File: src/rtl/bldc_pwm_commutator.sv
// rtl/bldc_pwm_commutator.sv - BLDC PWM carrier, hall filter and six-step dead-time commutator
module bldc_pwm_commutator #(
    parameter int PWM_BITS    = 8,
    parameter int DEAD_CYC    = 4,
    parameter int HALL_STABLE = 3
) (
    input  logic                CLK,
    input  logic                RST,
    input  logic                TICK,
    input  logic [PWM_BITS-1:0] DUTY,
    input  logic [2:0]          HALL,
    input  logic                DIR,
    input  logic                EN,
    output logic [2:0]          GATE_H,
    output logic [2:0]          GATE_L,
    output logic                FAULT,
    output logic                PWM_WRAP
);

    typedef enum logic [1:0] {PH_OFF, PH_HI, PH_LO, PH_DEAD} phase_t;

    localparam logic [3:0] DEAD_LOAD = 4'(DEAD_CYC - 1);
    localparam logic [3:0] STABLE    = 4'(HALL_STABLE);

    logic [PWM_BITS-1:0] cnt;
    logic [PWM_BITS-1:0] duty_l;
    logic                pwm_on;

    // Duty is latched only at wrap so a period never sees a mid-cycle change.
    always_ff @(posedge CLK) begin
        if (RST) begin
            cnt      <= '0;
            duty_l   <= '0;
            PWM_WRAP <= 1'b0;
        end else begin
            PWM_WRAP <= 1'b0;
            if (TICK) begin
                if (cnt == '1) begin
                    cnt      <= '0;
                    duty_l   <= DUTY;
                    PWM_WRAP <= 1'b1;
                end else begin
                    cnt <= cnt + 1'b1;
                end
            end
        end
    end

    assign pwm_on = (cnt < duty_l);

    logic [2:0] hall_s1;
    logic [2:0] hall_s2;
    logic [2:0] hall_last;
    logic [2:0] hall_acc;
    logic       hall_ok;
    logic [3:0] filt_cnt;
    logic [3:0] filt_next;
    logic       hall_valid;

    always_comb begin
        filt_next = (hall_s2 == hall_last) ? filt_cnt + 4'd1 : 4'd1;
    end

    assign hall_valid = (hall_acc != 3'b000) && (hall_acc != 3'b111);

    always_ff @(posedge CLK) begin
        if (RST) begin
            hall_s1   <= 3'b000;
            hall_s2   <= 3'b000;
            hall_last <= 3'b000;
            hall_acc  <= 3'b000;
            hall_ok   <= 1'b0;
            filt_cnt  <= 4'd0;
            FAULT     <= 1'b0;
        end else begin
            hall_s1   <= HALL;
            hall_s2   <= hall_s1;
            hall_last <= hall_s2;
            if (hall_s2 == hall_acc) begin
                filt_cnt <= 4'd0;
            end else if (filt_next >= STABLE) begin
                hall_acc <= hall_s2;
                hall_ok  <= 1'b1;
                filt_cnt <= 4'd0;
            end else begin
                filt_cnt <= filt_next;
            end
            if (hall_ok && !hall_valid) begin
                FAULT <= 1'b1;
            end else if (!EN && hall_ok) begin
                FAULT <= 1'b0;
            end
        end
    end

    logic [2:0] hi_mask;
    logic [2:0] lo_mask;
    logic [2:0] drv_hi;
    logic [2:0] drv_lo;

    // Six-step table in forward order; reverse simply swaps the roles.
    always_comb begin
        hi_mask = 3'b000;
        lo_mask = 3'b000;
        case (hall_acc)
            3'b101: begin hi_mask = 3'b100; lo_mask = 3'b010; end
            3'b100: begin hi_mask = 3'b100; lo_mask = 3'b001; end
            3'b110: begin hi_mask = 3'b010; lo_mask = 3'b001; end
            3'b010: begin hi_mask = 3'b010; lo_mask = 3'b100; end
            3'b011: begin hi_mask = 3'b001; lo_mask = 3'b100; end
            3'b001: begin hi_mask = 3'b001; lo_mask = 3'b010; end
            default: ;
        endcase
        drv_hi = DIR ? lo_mask : hi_mask;
        drv_lo = DIR ? hi_mask : lo_mask;
        if (!EN || FAULT || !hall_ok) begin
            drv_hi = 3'b000;
            drv_lo = 3'b000;
        end
    end

    for (genvar i = 0; i < 3; i++) begin : g_phase
        phase_t     state;
        phase_t     req;
        logic [3:0] dead_cnt;
        logic       gate_h_q;
        logic       gate_l_q;

        always_comb begin
            req = drv_hi[i] ? PH_HI : (drv_lo[i] ? PH_LO : PH_OFF);
        end

        // Gates follow the state one cycle later, so DEAD always yields DEAD_CYC all-off cycles.
        always_ff @(posedge CLK) begin
            if (RST) begin
                state    <= PH_OFF;
                dead_cnt <= 4'd0;
                gate_h_q <= 1'b0;
                gate_l_q <= 1'b0;
            end else begin
                gate_h_q <= (state == PH_HI) && pwm_on;
                gate_l_q <= (state == PH_LO);
                case (state)
                    PH_OFF: state <= req;
                    PH_HI: begin
                        if (req != PH_HI) begin
                            state    <= PH_DEAD;
                            dead_cnt <= DEAD_LOAD;
                        end
                    end
                    PH_LO: begin
                        if (req != PH_LO) begin
                            state    <= PH_DEAD;
                            dead_cnt <= DEAD_LOAD;
                        end
                    end
                    PH_DEAD: begin
                        if (dead_cnt == 4'd0) begin
                            state <= req;
                        end else begin
                            dead_cnt <= dead_cnt - 4'd1;
                        end
                    end
                    default: state <= PH_OFF;
                endcase
            end
        end

        assign GATE_H[i] = gate_h_q;
        assign GATE_L[i] = gate_l_q;
    end

endmodule

File: config.mk
export PLATFORM = sky130hd
export DESIGN_NAME = bldc_pwm_commutator
export DESIGN_NICKNAME = d
export VERILOG_FILES = /design/src/rtl/bldc_pwm_commutator.sv
export SDC_FILE = /design/constraint.sdc
export NUM_CORES = 1
export LEC_CHECK = 0
export BUFFER_PORTS_ARGS = -buffer_cell sky130_fd_sc_hd__buf_4
export CAP_MARGIN = 10
export CORE_ASPECT_RATIO = 0.5
export CORE_UTILIZATION = 36
export CTS_CLUSTER_SIZE = 30
export DETAILED_ROUTE_END_ITERATION = 8
export HOLD_SLACK_MARGIN = 0.05
export MAX_ROUTING_LAYER = met4
export PLACE_DENSITY = 0.56
export SETUP_SLACK_MARGIN = 0.15
export SLEW_MARGIN = 10
export SYNTH_ARGS = -nofsm -noshare
export SYNTH_HDL_FRONTEND = slang
export SYNTH_SLANG_ARGS = --single-unit
File: constraint.sdc
create_clock -name CLK -period 1.8 [get_ports CLK]
set_clock_uncertainty 0.05 [all_clocks]
set_input_delay 0.18 -clock CLK [delete_from_list [all_inputs] [get_ports CLK]]
set_output_delay 0.18 -clock CLK [all_outputs]
set_load 0.01 [all_outputs]
Word-level counts from Yosys, hierarchy flattened
Cells that the tools add are included.

storage, ports and cells
  register bits = 59
  bits of input ports = 16
  output and inout bits = 8
  word-level logic and storage cells = 147

operators by class
  add/subtract/negate cells = 5
  magnitude comparators = 2
  equal/unequal tests = 37
  mux-type cells = 41
  bitwise gates (word level) = 2
  reduce and logical (&&, ||, !) cells = 38

operators with widths
  operator                                                                count
  4-bit 2-to-1 mux                                                        10
  4-bit case mux with 3 select lines                                      3
  2-bit 2-to-1 mux                                                        15
  2-bit case mux with 4 select lines                                      3
  2-bit by 1-bit != test with 1-bit output (second input constant)        9
  2-bit != test (second input constant)                                   9
  3-bit case mux with 3 select lines                                      2
  2-bit OR reduction                                                      7
  2-bit equality test (second input constant)                             6
  4-bit logical NOT                                                       3
  3-bit 2-to-1 mux                                                        4
  4-bit AND reduction                                                     3
  3-bit nonzero test                                                      4
  4-bit by 1-bit subtractor with 4-bit output (second input constant)     3
  3-bit equality test (second input constant)                             3
  3-bit AND reduction                                                     3
  8-bit by 1-bit adder with 8-bit output (second input constant)          1
  8-bit equality test (second input constant)                             1
  8-bit < comparator                                                      1
  8-bit 2-to-1 mux                                                        1
  2-bit by 1-bit equality test with 1-bit output (second input constant)  3
  3-bit by 2-bit equality test with 1-bit output (second input constant)  2
  3-bit equality test                                                     2
  1-bit logical AND                                                       6
  12 further kinds                                                        21

Longest topological paths before layout
  depth in word-level cells = 10
  mapped depth = 6
  mapped depth without buffers = 6

Worst setup path after synthesis
Ideal clock, no wire load.

  path kind = register -> register
  from = register g_phase[0].dead_cnt[0]
  to = register g_phase[0].state[0]
  library setup time = 134 ps
  arrival = 1493 ps
  data required time = 1616 ps
  path slack = 122 ps
  cell stages (with the launch flop) = 7
  buffers on the path = 0
  period minus slack after synthesis = 1678 ps
  cell sequence = dfxtp_1 -> inv_1 -> ha_1 -> or3b_1 -> and2_1 -> a2111oi_1 -> a211oi_1

between the ends
  longest elaborated chain between the ends = 3

ends and longest elaborated chain
  item                                  line  source
  from (decl)                           125   logic [3:0] dead_cnt;
  from (signal assigned)                161   dead_cnt <= dead_cnt - 4'd1;
  4-bit logical NOT                     158   if (dead_cnt == 4'd0) begin
  2-bit != test (no source line)        -
  3-bit AND reduction (no source line)  -
  to (signal assigned)                  144   PH_OFF: state <= req;
  to (signal assigned)                  159   state <= req;
  to (decl)                             123   phase_t state;

No other way between the ends.
A chain may end at the register's enable or synchronous reset.

Final worst setup path
  from = register g_phase[1].dead_cnt[1]
  to = register g_phase[1].dead_cnt[1]

between the ends
  longest elaborated chain between the ends = 3
  elaborated cells on any way between the ends = 6
  those cells by class = add/sub (1); eq/ne (1); mux (2); reduce/logical (2)

ends and longest elaborated chain
  item                                                                              line
  from (decl)                                                                       125
  from (signal assigned)                                                            161
  4-bit by 1-bit subtractor with 4-bit output or 4-bit logical NOT (tied branches)  161, 158
  4-bit 2-to-1 mux or 2-bit != test (tied branches)                                 -
  4-bit case mux with 3 select lines or 4-bit AND reduction (tied branches)         -

Several ways; a longest one is shown, not always the timed one. The select of a mux whose other input is x is not followed.

==> impl_metrics.csv <==
group,metric,value,unit
clock_tree,clock_insertion_delay_worst_skew,0.33,ns
logic_synthesis,yosys-mux-area-fraction,3.184,%
sta,drv_slew,0,
sta,tns,0,ns
sta,setup_ws,0.1703,ns
setup_path,crit_fanout,3,
cells_and_area,layout_cell_share_with_drive_strength_beyond_1,35.31,%
global_route,grt_overflow_total,0,
logic_synthesis,synth.distinct_cells,61,
sta,timing.final.crit_share,90.54,%
sta,hold-worst-slack,0.1241,ns
sta,max_clock_freq,613.6,MHz
drt,drt-initial-drc-count,139,
setup_path,kind_of_start_point_of_the_critical_path,"flip-flop",
global_route,globalRouteTotalUtil,16.55,%
sta,timing_hold_violations_final,0,
clock_tree,cts_sinks,59,
floorplan,effective_utilization_at_floorplan,37.33,%
global_route,met3_capacity_usage_during_global_routing,4.898,%
logic_synthesis,synthDominantAreaCellType,"dfxtp_1",
logic_synthesis,yosysWarningCount,0,
place,globalplace.congestion,0.8161,
pwr,totalPowerFinal,5.005,mW
setup_path,worst-setup-path-type,"reg2reg",
global_route,gr-usage-met1,19.17,%
global_route,grt.met2_usage,27.35,%
global_route,antenna_violations_before_repair,0,
logic_synthesis,yosys_register_bits,59,
cells_and_area,final_common_cell,"dfxtp_1",
min_path,min_path_type,"in2reg",
cells_and_area,postLayoutCoreUtil,50.53,%
floorplan,die_area,9469,sq um
floorplan,number_of_i_o_pins,24,
floorplan,num_rows,24,
drt,routed-via-count,2707,
clock_tree,cts_root_buf,"clkbuf_16",
clock_tree,clk_pin_slew,0.05,ns
logic_synthesis,yosys-top-cells-area,"dfxtp_1, ha_1, nor2b_1, inv_1, a211oi_1",
drt,postRouteAntennaNets,0,
cells_and_area,num_antenna_cells,0,
global_route,layer_carrying_the_most_global_route_usage,"met2",
global_route,maximum_number_of_pins_on_one_net_before_global_route_repair,27,
floorplan,core_area,8738,sq um
pwr,power_per_cell_area,1134,nW/um^2
sta,post-route-min-period,1.630,ns
logic_synthesis,synth_fa_ha_area_share,8.055,%
setup_path,crit_path_end_kind,"flip-flop",
pwr,max-vdd-ir-drop,541.7,uV
place,pre_cts_slack,-0.01396,ns
outcome,run_status,"finished, final reports clean",
logic_synthesis,ys_seq_area_share,36.21,%
logic_synthesis,synth_enable_flop_cells,0,
setup_path,critPathArrivalTime,1.77,ns
floorplan,floorplan.die.height,69.31,um
sta,setup-violations-final,0,
drt,route.detailed.drc,0,
flow_run,maxCapViolations,0,
drt,drt-wirelength-per-cell,14.08,um
sta,rsz0062_at_grt,"true",
clock_tree,clock_tree.buffer_depth,2,
drt,route.detailed.vias_per_inst,5.186,
clock_tree,numCtsBuffers,9,
cells_and_area,layout.cells.most_common_list,"dfxtp_1, buf_4, nor2_1",
cells_and_area,finalNetCount,437,
logic_synthesis,synth_cells,359,
logic_synthesis,mappedNetlistArea,3262,sq um
global_route,via_count_of_the_first_global_routing_pass,2724,
drt,routed_wl,7350,um
setup_path,critical_path_data_required_time,1.94,ns
logic_synthesis,synth-xor-area-share,3.222,%
logic_synthesis,synth-compound-area-share,22.29,%
clock_tree,htree_num_levels,3,
logic_synthesis,ys_async_sr_fraction,0,%
clock_tree,cts_tree,"built",
global_route,grt_first_pass_wirelength,12120,um
logic_synthesis,fraction_of_the_mapped_netlist_area_in_simple_logic_gates,20.02,%
place,dp_hpwl,4710,um
logic_synthesis,synth-main-ff-cell,"dfxtp_1",
place,port_buffers,23,
logic_synthesis,synth.top_cell.area_share,36.21,%
floorplan,die_x,136.6,um
drt,drt_first_pass_iters,4,
pwr,cellLeakagePower,1.647,nW
logic_synthesis,synth.avg_cell_area,9.086,sq um
logic_synthesis,largest_family_of_logic_cells_by_synthesized_area,"compound AO/OA/AOI/OAI gates",
cells_and_area,synthToLayoutAreaGrowth,35.37,%
[state kept, by name, indices dropped and copies added, names as in the netlist, 4 cells and up]
| name | flops |
|---|---|
| cnt | 8 |
| duty_l | 8 |
| filt_cnt | 4 |
| g_phase.dead_cnt | 12 |
| g_phase.state | 6 |
[worst max-delay path, cell delays in order, from the launching register on]
cell and delay [ns]:
dfxtp_1 0.30, inv_1 0.10, ha_2 0.20, or3b_4 0.41
and2_1 0.20, o22ai_1 0.17, a221oi_2 0.08
[per-layer routing]
| metal | wire, um | up-vias |
|---|---|---|
| met1 | 3513 | 1287 |
| met4 | 66 | 0 |
| met3 | 233 | 7 |
| met5 | 0 | - |
| met2 | 3537 | 34 |
| li1 | - | 1379 |
[final timing paths]
kind	cells after the start	from	to	slack (ns)
hold / removal	3	TICK	cnt[1]	0.12
hold reg to reg	1	hall_s1[2]	hall_s2[2]	0.38
setup reg to reg	6	g_phase[1].dead_cnt[1]	g_phase[1].dead_cnt[1]	0.17
setup / recovery	6	g_phase[1].dead_cnt[1]	g_phase[1].dead_cnt[1]	0.17
[cell families after synthesis]
logic type,Yosys count
adders and majority gates,21
buffers and inverters,47
other,1
AOI/OAI and AO/OA,96
and+or+nand+nor,113
DFF,59
xor gates and xnor gates,12
muxes,10
[power breakdown]
group          switching (mW)  internal [mW]
logic                   0.770          0.853
registers               0.123           1.45
clock network           0.599           1.21
total                    1.49           3.51
[timing repair]
item,4_1_cts,5_1_grt
hold buffers,11,0
setup endpoints to repair,21,37
gates resized for setup,41,53
buffers inserted,6,5
endpoints found under the hold margin,11,0
pin swaps,19,22
[cell type report]
| class | count | area (sq um) |
|---|---|---|
| sequential | 59 | 1206 |
| inverter | 25 | 96.34 |
| timing repair buffer | 51 | 410.4 |
| clock inverter | 5 | 77.57 |
| multi-input combinational | 254 | 2246 |
| fill | 775 | 4323 |
| tap | 117 | 146.4 |
| clock buffer | 11 | 232.7 |
[stage by stage]
| step | instance area (sq um) | cells |
|---|---|---|
| finish | 4415 | 522 |
| global route | 4415 | 522 |
| CTS | 4125 | 517 |
| detailed placement | 3498 | 484 |
| global placement | 3498 | 484 |
| floorplan | 3266 | 360 |
[Yosys cell counts, types with 5 or more instances]
library cell,count
buf_2,8
buf_4,6
xnor2_1,6
xor2_1,6
a211oi_1,11
a22o_1,5
nand2_1,19
dfxtp_1,59
nand2b_1,8
a21o_1,6
o22ai_1,7
o21ai_0,13
mux2i_1,7
nand3_1,7
or3b_1,5
ha_1,21
a21oi_1,16
nor2_1,21
nand4_1,6
inv_1,25
nor2b_1,16
nor3_1,7
Note: power is estimated with default switching activity, not from simulation.
